===== src/rtl/cnn_pkg.sv =====
// Shared types, mode constants and the requantise/saturate helper for the CNN output stage.
package cnn_pkg;

    localparam logic POOL_NONE = 1'b0;
    localparam logic POOL_MAX2 = 1'b1;

    typedef enum logic [1:0] {
        IDLE  = 2'd0,
        RUN   = 2'd1,
        FLUSH = 2'd2,
        DONE  = 2'd3
    } state_e;

    // Arithmetic shift right (floor) then clamp into a signed out_w-bit range.
    function automatic logic signed [63:0] sat_requant(
        input logic signed [63:0] x,
        input int unsigned        shift,
        input int unsigned        out_w
    );
        logic signed [63:0] sh;
        logic signed [63:0] hi;
        logic signed [63:0] lo;
        sh = x >>> shift;
        hi = (64'sd1 <<< (out_w - 1)) - 64'sd1;
        lo = -(64'sd1 <<< (out_w - 1));
        if (sh > hi) begin
            return hi;
        end
        if (sh < lo) begin
            return lo;
        end
        return sh;
    endfunction

endpackage


===== src/rtl/relu_quant.sv =====
// Per-channel stage 1: optional ReLU, requantise with saturation, registered output.
module relu_quant
    import cnn_pkg::*;
#(
    parameter int unsigned ACC_W  = 32,
    parameter int unsigned DATA_W = 16,
    parameter int unsigned SHIFT  = 8
) (
    input  logic              clock_i,
    input  logic              reset_ni,
    input  logic              en_i,
    input  logic              relu_en_i,
    input  logic [ACC_W-1:0]  acc_i,
    output logic [DATA_W-1:0] q_o
);

    logic signed [63:0] ext_c;
    logic [DATA_W-1:0]  q_d;
    logic [DATA_W-1:0]  q_q;

    // Sign-extend, clamp negatives when ReLU is on, then requantise.
    always_comb begin
        ext_c = {{(64 - ACC_W){acc_i[ACC_W-1]}}, acc_i};
        if (relu_en_i && acc_i[ACC_W-1]) begin
            ext_c = '0;
        end
        q_d = DATA_W'(sat_requant(ext_c, SHIFT, DATA_W));
    end

    // Stage-1 register, loaded only on accepted beats.
    always_ff @(posedge clock_i or negedge reset_ni) begin
        if (!reset_ni) begin
            q_q <= '0;
        end else if (en_i) begin
            q_q <= q_d;
        end
    end

    assign q_o = q_q;

endmodule


===== src/rtl/relu_pool_writer.sv =====
// CNN output stage: ReLU/requantise, optional 2x2 max pool, output RAM write generation.
module relu_pool_writer
    import cnn_pkg::*;
#(
    parameter int unsigned NUM_CH           = 6,
    parameter int unsigned ACCUM_DATA_WIDTH = 32,
    parameter int unsigned DATA_WIDTH       = 16,
    parameter int unsigned FRAC_SHIFT       = 8,
    parameter int unsigned MAP_W            = 28,
    parameter int unsigned MAP_H            = 28,
    parameter int unsigned POOL_ADDR_WIDTH  = 10
) (
    input  logic                               clock_i,
    input  logic                               reset_ni,
    input  logic                               start_i,
    input  logic                               pool_en_i,
    input  logic                               relu_en_i,
    input  logic                               in_valid_i,
    input  logic [ACCUM_DATA_WIDTH*NUM_CH-1:0] in_data_i,
    output logic                               out_wren_o,
    output logic [POOL_ADDR_WIDTH-1:0]         out_addr_o,
    output logic [DATA_WIDTH*NUM_CH-1:0]       out_data_o,
    output logic                               busy_o,
    output logic                               done_o
);

    localparam int unsigned CW     = (MAP_W > 1) ? $clog2(MAP_W) : 1;
    localparam int unsigned RW     = (MAP_H > 1) ? $clog2(MAP_H) : 1;
    localparam int unsigned HALF_W = MAP_W / 2;
    localparam int unsigned HW     = (HALF_W > 1) ? $clog2(HALF_W) : 1;
    localparam int unsigned OW     = DATA_WIDTH * NUM_CH;

    state_e                     state_q, state_d;
    logic                       flush_cnt_q, flush_cnt_d;
    logic                       pool_q, pool_d;
    logic                       relu_q, relu_d;
    logic [CW-1:0]              col_q, col_d;
    logic [RW-1:0]              row_q, row_d;
    logic                       busy_q, busy_d;
    logic                       done_q, done_d;
    logic                       beat_c;

    logic                       s1_valid_q;
    logic [CW-1:0]              s1_col_q;
    logic [RW-1:0]              s1_row_q;
    logic [DATA_WIDTH-1:0]      s1_data [NUM_CH];

    logic [DATA_WIDTH-1:0]      hold_q [NUM_CH];
    logic [DATA_WIDTH-1:0]      lb_q   [NUM_CH][HALF_W];
    logic [DATA_WIDTH-1:0]      h_c    [NUM_CH];
    logic [DATA_WIDTH-1:0]      p_c    [NUM_CH];
    logic [HW-1:0]              lb_idx;
    logic                       hold_we;
    logic                       lb_we;

    logic                       wren_q, wren_d;
    logic [POOL_ADDR_WIDTH-1:0] addr_q, addr_d;
    logic [OW-1:0]              data_q, data_d;

    // Frame sequencing, beat acceptance and raster counters.
    always_comb begin
        state_d     = state_q;
        flush_cnt_d = flush_cnt_q;
        pool_d      = pool_q;
        relu_d      = relu_q;
        col_d       = col_q;
        row_d       = row_q;
        beat_c      = 1'b0;
        unique case (state_q)
            IDLE: begin
                if (start_i) begin
                    state_d = RUN;
                    pool_d  = pool_en_i;
                    relu_d  = relu_en_i;
                    col_d   = '0;
                    row_d   = '0;
                end
            end
            RUN: begin
                if (in_valid_i) begin
                    beat_c = 1'b1;
                    if (col_q == CW'(MAP_W - 1)) begin
                        col_d = '0;
                        if (row_q == RW'(MAP_H - 1)) begin
                            row_d       = '0;
                            state_d     = FLUSH;
                            flush_cnt_d = 1'b0;
                        end else begin
                            row_d = row_q + RW'(1);
                        end
                    end else begin
                        col_d = col_q + CW'(1);
                    end
                end
            end
            FLUSH: begin
                if (flush_cnt_q) begin
                    state_d = DONE;
                end else begin
                    flush_cnt_d = 1'b1;
                end
            end
            DONE: begin
                state_d = IDLE;
            end
            default: begin
                state_d = IDLE;
            end
        endcase
        busy_d = (state_d == RUN) || (state_d == FLUSH);
        done_d = (state_d == DONE);
    end

    // State, mode and status registers.
    always_ff @(posedge clock_i or negedge reset_ni) begin
        if (!reset_ni) begin
            state_q     <= IDLE;
            flush_cnt_q <= 1'b0;
            pool_q      <= POOL_NONE;
            relu_q      <= 1'b0;
            col_q       <= '0;
            row_q       <= '0;
            busy_q      <= 1'b0;
            done_q      <= 1'b0;
        end else begin
            state_q     <= state_d;
            flush_cnt_q <= flush_cnt_d;
            pool_q      <= pool_d;
            relu_q      <= relu_d;
            col_q       <= col_d;
            row_q       <= row_d;
            busy_q      <= busy_d;
            done_q      <= done_d;
        end
    end

    // Stage-1 per-channel ReLU and requantisation.
    for (genvar k = 0; k < NUM_CH; k++) begin : g_ch
        relu_quant #(
            .ACC_W  (ACCUM_DATA_WIDTH),
            .DATA_W (DATA_WIDTH),
            .SHIFT  (FRAC_SHIFT)
        ) u_relu_quant (
            .clock_i   (clock_i),
            .reset_ni  (reset_ni),
            .en_i      (beat_c),
            .relu_en_i (relu_q),
            .acc_i     (in_data_i[k*ACCUM_DATA_WIDTH +: ACCUM_DATA_WIDTH]),
            .q_o       (s1_data[k])
        );
    end

    // Raster position travelling alongside the stage-1 data.
    always_ff @(posedge clock_i or negedge reset_ni) begin
        if (!reset_ni) begin
            s1_valid_q <= 1'b0;
            s1_col_q   <= '0;
            s1_row_q   <= '0;
        end else begin
            s1_valid_q <= beat_c;
            if (beat_c) begin
                s1_col_q <= col_q;
                s1_row_q <= row_q;
            end
        end
    end

    // Pooling maxima and write-stage next values.
    always_comb begin
        wren_d  = 1'b0;
        addr_d  = addr_q;
        data_d  = data_q;
        hold_we = 1'b0;
        lb_we   = 1'b0;
        lb_idx  = HW'(s1_col_q >> 1);
        for (int k = 0; k < NUM_CH; k++) begin
            h_c[k] = ($signed(s1_data[k]) > $signed(hold_q[k])) ? s1_data[k] : hold_q[k];
            p_c[k] = ($signed(h_c[k]) > $signed(lb_q[k][lb_idx])) ? h_c[k] : lb_q[k][lb_idx];
        end
        if (s1_valid_q) begin
            if (pool_q == POOL_MAX2) begin
                if (!s1_col_q[0]) begin
                    hold_we = 1'b1;
                end else if (!s1_row_q[0]) begin
                    lb_we = 1'b1;
                end else begin
                    wren_d = 1'b1;
                    addr_d = POOL_ADDR_WIDTH'(32'(s1_row_q >> 1) * HALF_W + 32'(s1_col_q >> 1));
                    for (int k = 0; k < NUM_CH; k++) begin
                        data_d[k*DATA_WIDTH +: DATA_WIDTH] = p_c[k];
                    end
                end
            end else begin
                wren_d = 1'b1;
                addr_d = POOL_ADDR_WIDTH'(32'(s1_row_q) * MAP_W + 32'(s1_col_q));
                for (int k = 0; k < NUM_CH; k++) begin
                    data_d[k*DATA_WIDTH +: DATA_WIDTH] = s1_data[k];
                end
            end
        end
    end

    // Horizontal-max hold and line buffer registers.
    always_ff @(posedge clock_i or negedge reset_ni) begin
        if (!reset_ni) begin
            for (int k = 0; k < NUM_CH; k++) begin
                hold_q[k] <= '0;
                for (int j = 0; j < HALF_W; j++) begin
                    lb_q[k][j] <= '0;
                end
            end
        end else begin
            for (int k = 0; k < NUM_CH; k++) begin
                if (hold_we) begin
                    hold_q[k] <= s1_data[k];
                end
                if (lb_we) begin
                    lb_q[k][lb_idx] <= h_c[k];
                end
            end
        end
    end

    // Output write register.
    always_ff @(posedge clock_i or negedge reset_ni) begin
        if (!reset_ni) begin
            wren_q <= 1'b0;
            addr_q <= '0;
            data_q <= '0;
        end else begin
            wren_q <= wren_d;
            addr_q <= addr_d;
            data_q <= data_d;
        end
    end

    assign out_wren_o = wren_q;
    assign out_addr_o = addr_q;
    assign out_data_o = data_q;
    assign busy_o     = busy_q;
    assign done_o     = done_q;

endmodule


===== config.mk =====
export PLATFORM = sky130hd
export DESIGN_NAME = relu_pool_writer
export DESIGN_NICKNAME = d
export VERILOG_FILES = /design/src/rtl/cnn_pkg.sv /design/src/rtl/relu_quant.sv /design/src/rtl/relu_pool_writer.sv
export SDC_FILE = /design/constraint.sdc
export NUM_CORES = 2
export LEC_CHECK = 0
export ABC_AREA = 1
export BUFFER_PORTS_ARGS = -buffer_cell sky130_fd_sc_hd__buf_2
export CAP_MARGIN = 25
export CELL_PAD_IN_SITES_DETAIL_PLACEMENT = 1
export CELL_PAD_IN_SITES_GLOBAL_PLACEMENT = 2
export CORE_ASPECT_RATIO = 0.6
export CORE_MARGIN = 10
export CORE_UTILIZATION = 41
export CTS_BUF_LIST = sky130_fd_sc_hd__clkbuf_8 sky130_fd_sc_hd__clkbuf_16
export DETAILED_ROUTE_END_ITERATION = 8
export PLACE_DENSITY = 0.86
export SYNTH_ARGS = -nofsm -noshare
export SYNTH_HDL_FRONTEND = slang
export SYNTH_SLANG_ARGS = --single-unit

===== constraint.sdc =====
create_clock -name clock_i -period 6.6 [get_ports clock_i]
set_input_delay 0.66 -clock clock_i [delete_from_list [all_inputs] [get_ports clock_i]]
set_output_delay 0.66 -clock clock_i [all_outputs]
set_load 0.02 [all_outputs]

==> flow_summary.yaml <==
route:
  first_pass_iters: 6
  routed_wirelength_um: 329000
  dr_total_vias: 74200
  drt-wirelength-per-cell_um: 25.4
  drtIter0Drc: 7475
  vias_per_cell: 5.72
  ant_nets: 0
  drc: 0
global_route:
  grt_pass1_vias: 76800
  antenna_found_initial: 23
  grt_first_pass_wirelength_um: 494000
  grt.overflow.total: 0
  grt.total_usage_pct: 29.3
  grt_max_degree: 183
critical_path:
  start_kind: "flop"
  cp_max_fo: 18
  reg2reg_to: "out_data_o[64]$_DFFE_PN0P_"
  regToRegStartpoint: "hold_q[31]$_DFFE_PN0P_"
  cp-end-kind: "flop"
  worst_ep_arrival_time_ns: 6.06
  reg2reg_slack_ns: 1.23
  worstSetupPathType: "flop to flop"
  rr_worst_depth: 23
  required_ns: 7.30
power:
  p_comb_share_pct: 54.4
  leakagePower_uw: 0.0459
  p_int_uw: 25200
  p_per_area_nw_per_um2: 582
  p_switching_uw: 27800
  power_frac_seq_pct: 26.1
  p_clk_share_pct: 19.4
  vdd_drop_max_uv: 598
  switching_share_pct: 52.5
clock_network:
  path_clk_slew_ns: 0.07
  clkLatencyLatePin_ns: 0.86
  clockBufferDepth: 4
  cts.sinks: 1671
  cts_buffers: 177
  root_buffer: "clkbuf_16"
  post_cts_buffers: 0
  cts_max_level: 4
  cts_tree: "done"
timing:
  fin_tns_setup_ns: 0
  worst_slew_pin_slew_ns: 1.17
  rsz0062_at_grt: "no"
  min_period_over_period_pct: 81.3
  fin_crit_ns: 5.37
  hold_violations: 0
  finalMaxSlewViolations: 0
  setup_viol: 0
  fmax_ghz: 0.186
  fin_skew_ns: 0.0568
  max-slew-margin-rel_pct: 22.3
min_path:
  hold_class: "input pin to flop"
  hold-path-endpoint: "relu_q$_DFFE_PN0P_"
  whs_path_depth: 3
  hp-start: "relu_en_i"
die:
  die_h_um: 366
  rows: 126
  dieArea_sq_um: 218000
  dieWidth_um: 597
  io_pins: 307
  core_area_sq_um: 198000
  initial_core_util_pct: 41.4
synthesis:
  synth_cell_types: 43
  synth_most_common_cell: "nand2_1"
  synth_area_sq_um: 81800
  synthCells: 10300
  synth_top_area_cell: "dfrtp_1"
  synth_area_leaders: "dfrtp_1 51%, nand2_1 19%, o21ai_0 4.0%"
  syn_area_per_cell_sq_um: 7.97
  syn_nets: 10700
  ys_seq_elements: 1671
  synth_edf_count: 0
  async_flop_share_pct: 100
  synth_top_area_share_pct: 51.1
  ys.flop_type: "dfrtp_1"
  netlist_top_cells_count: "4096 x nand2_1, 1671 x dfrtp_1, 848 x inv_1"
  synth-seq-area-share_pct: 51.1
  yosysWarnings: 0
placement:
  io_buffers: 258
  dp_hpwl_um: 204000
  place_area_sq_um: 85100
  gp_congestion: 0.845
cells_and_area:
  final-seq-area_sq_um: 41800
  drive_gt1_share_pct: 8.09
  stdcell_area_sq_um: 91100
  multi_input_area_sq_um: 33700
  fin_nets: 10600
  fillers: 23700
  area_growth_pct: 11.4
outcome:
  status: "complete, no violations"
run:
  maxCapViolCount: 0
## critical path, cell delays in order (launching register included)
cell     delay (ns)
dfrtp_1        0.43
inv_1          0.07
ha_1           0.36
a21oi_1        0.17
o21ai_0        0.12
a21oi_1        0.26
nand2_1        0.11
nand2_2        0.33
nand3_4        0.30
nand2_1        0.18
nand2_1        0.64
ha_1           0.67
nand2_1        0.09
nor2_1         0.16
nand4_1        0.09
inv_1          0.09
nand2_1        0.07
nand3_1        0.07
nand3_1        0.07
buf_4          0.19
inv_1          0.43
nand3_1        0.17
nand2_1        0.09
nand2_1        0.05
## flip-flops by register name, summed over array words and instances (netlist names)
name	count
s1_row_q	5
done_o	1
flush_cnt_q	1
out_addr_o	10
state_q	2
s1_col_q	5
out_data_o	96
hold_q	96
busy_o	1
lb_q	1344
relu_q	1
pool_q	1
s1_valid_q	1
col_q	5
out_wren_o	1
g_ch.u_relu_quant.q_o	96
row_q	5
## per-stage QoR
step	cells	total power [uW]	hold slack (ns)	utilization (%)	worst slack (ns)
floorplan	10300	31100	0.364	-	2.94
global placement	12600	40400	0.462	43.0	1.61
detailed placement	12600	41400	0.466	43.1	1.44
CTS	12900	51900	0.0692	46.0	1.37
global route	12900	56300	0.0993	46.1	0.832
finish	13000	53000	0.101	46.1	1.23
## cells by family after synthesis
group	Yosys count	synth area share, %
compound gates	1987	13.8
xor+xnor	9	0.0963
fa+ha+maj	218	3.41
buf+inv	1550	7.91
flops	1671	51.1
simple gates	4838	23.7
## power groups by stage
stage | combinational, uW | sequential, uW | clock, uW
finish | 28800 | 13900 | 10300
CTS | 27700 | 13800 | 10400
floorplan | 17500 | 13600 | 0
global placement | 26500 | 13900 | 0
detailed placement | 27500 | 14000 | 0
global route | 31400 | 14000 | 10800
## layout make-up
cell class                      count  area share [%]
Inverter                          875            3.64
Clock buffer                      221            5.57
Timing Repair Buffer              426            3.54
Multi-Input combinational cell   7052            37.0
Antenna cell                       12          0.0330
Tap cell                         2624            3.60
Sequential cell                  1671            45.9
Clock inverter                     77           0.751
## metal layers
layer	wire [um]	share of wire, %	track usage [%]
met2	131000	40	40.3
met4	7010	2.1	6.75
met5	127	0.039	0
met3	38200	12	11.5
met1	153000	46	43.1
## worst max path at each step
stage | start | to | slack [ns] | cells past startpoint
after global placement | hold_q[31]$_DFFE_PN0P_ | out_data_o[71]$_DFFE_PN0P_ | 1.61 | 23
final | hold_q[31]$_DFFE_PN0P_ | out_data_o[64]$_DFFE_PN0P_ | 1.23 | 23
after detailed placement | hold_q[31]$_DFFE_PN0P_ | out_data_o[64]$_DFFE_PN0P_ | 1.44 | 23
after global routing | hold_q[31]$_DFFE_PN0P_ | out_data_o[64]$_DFFE_PN0P_ | 0.83 | 23
after floorplan | hold_q[47]$_DFFE_PN0P_ | out_data_o[54]$_DFFE_PN0P_ | 2.94 | 24
after CTS | hold_q[31]$_DFFE_PN0P_ | out_data_o[64]$_DFFE_PN0P_ | 1.37 | 23
## layout by cell type, fill, tap and decap left out, types with 43 or more instances in the layout
cell type,synthesis,final
nand2_1,4096,4093
dfrtp_1,1671,1671
inv_1,848,880
o21ai_0,662,662
o21ai_1,470,470
a22oi_1,372,372
nand3_1,324,324
buf_2,262,257
a21oi_1,233,232
ha_1,210,210
o22ai_1,182,182
clkbuf_16,0,181
nor2_1,160,154
buf_4,68,112
nand4_1,109,109
nand2_2,49,49
buf_12,0,43
## timing repair
action	CTS	global route
endpoints found under the hold margin	94	0
hold buffers	1	0
setup endpoints to repair	0	0
gates resized for setup	0	0
Note: power is estimated with default switching activity, not from simulation.
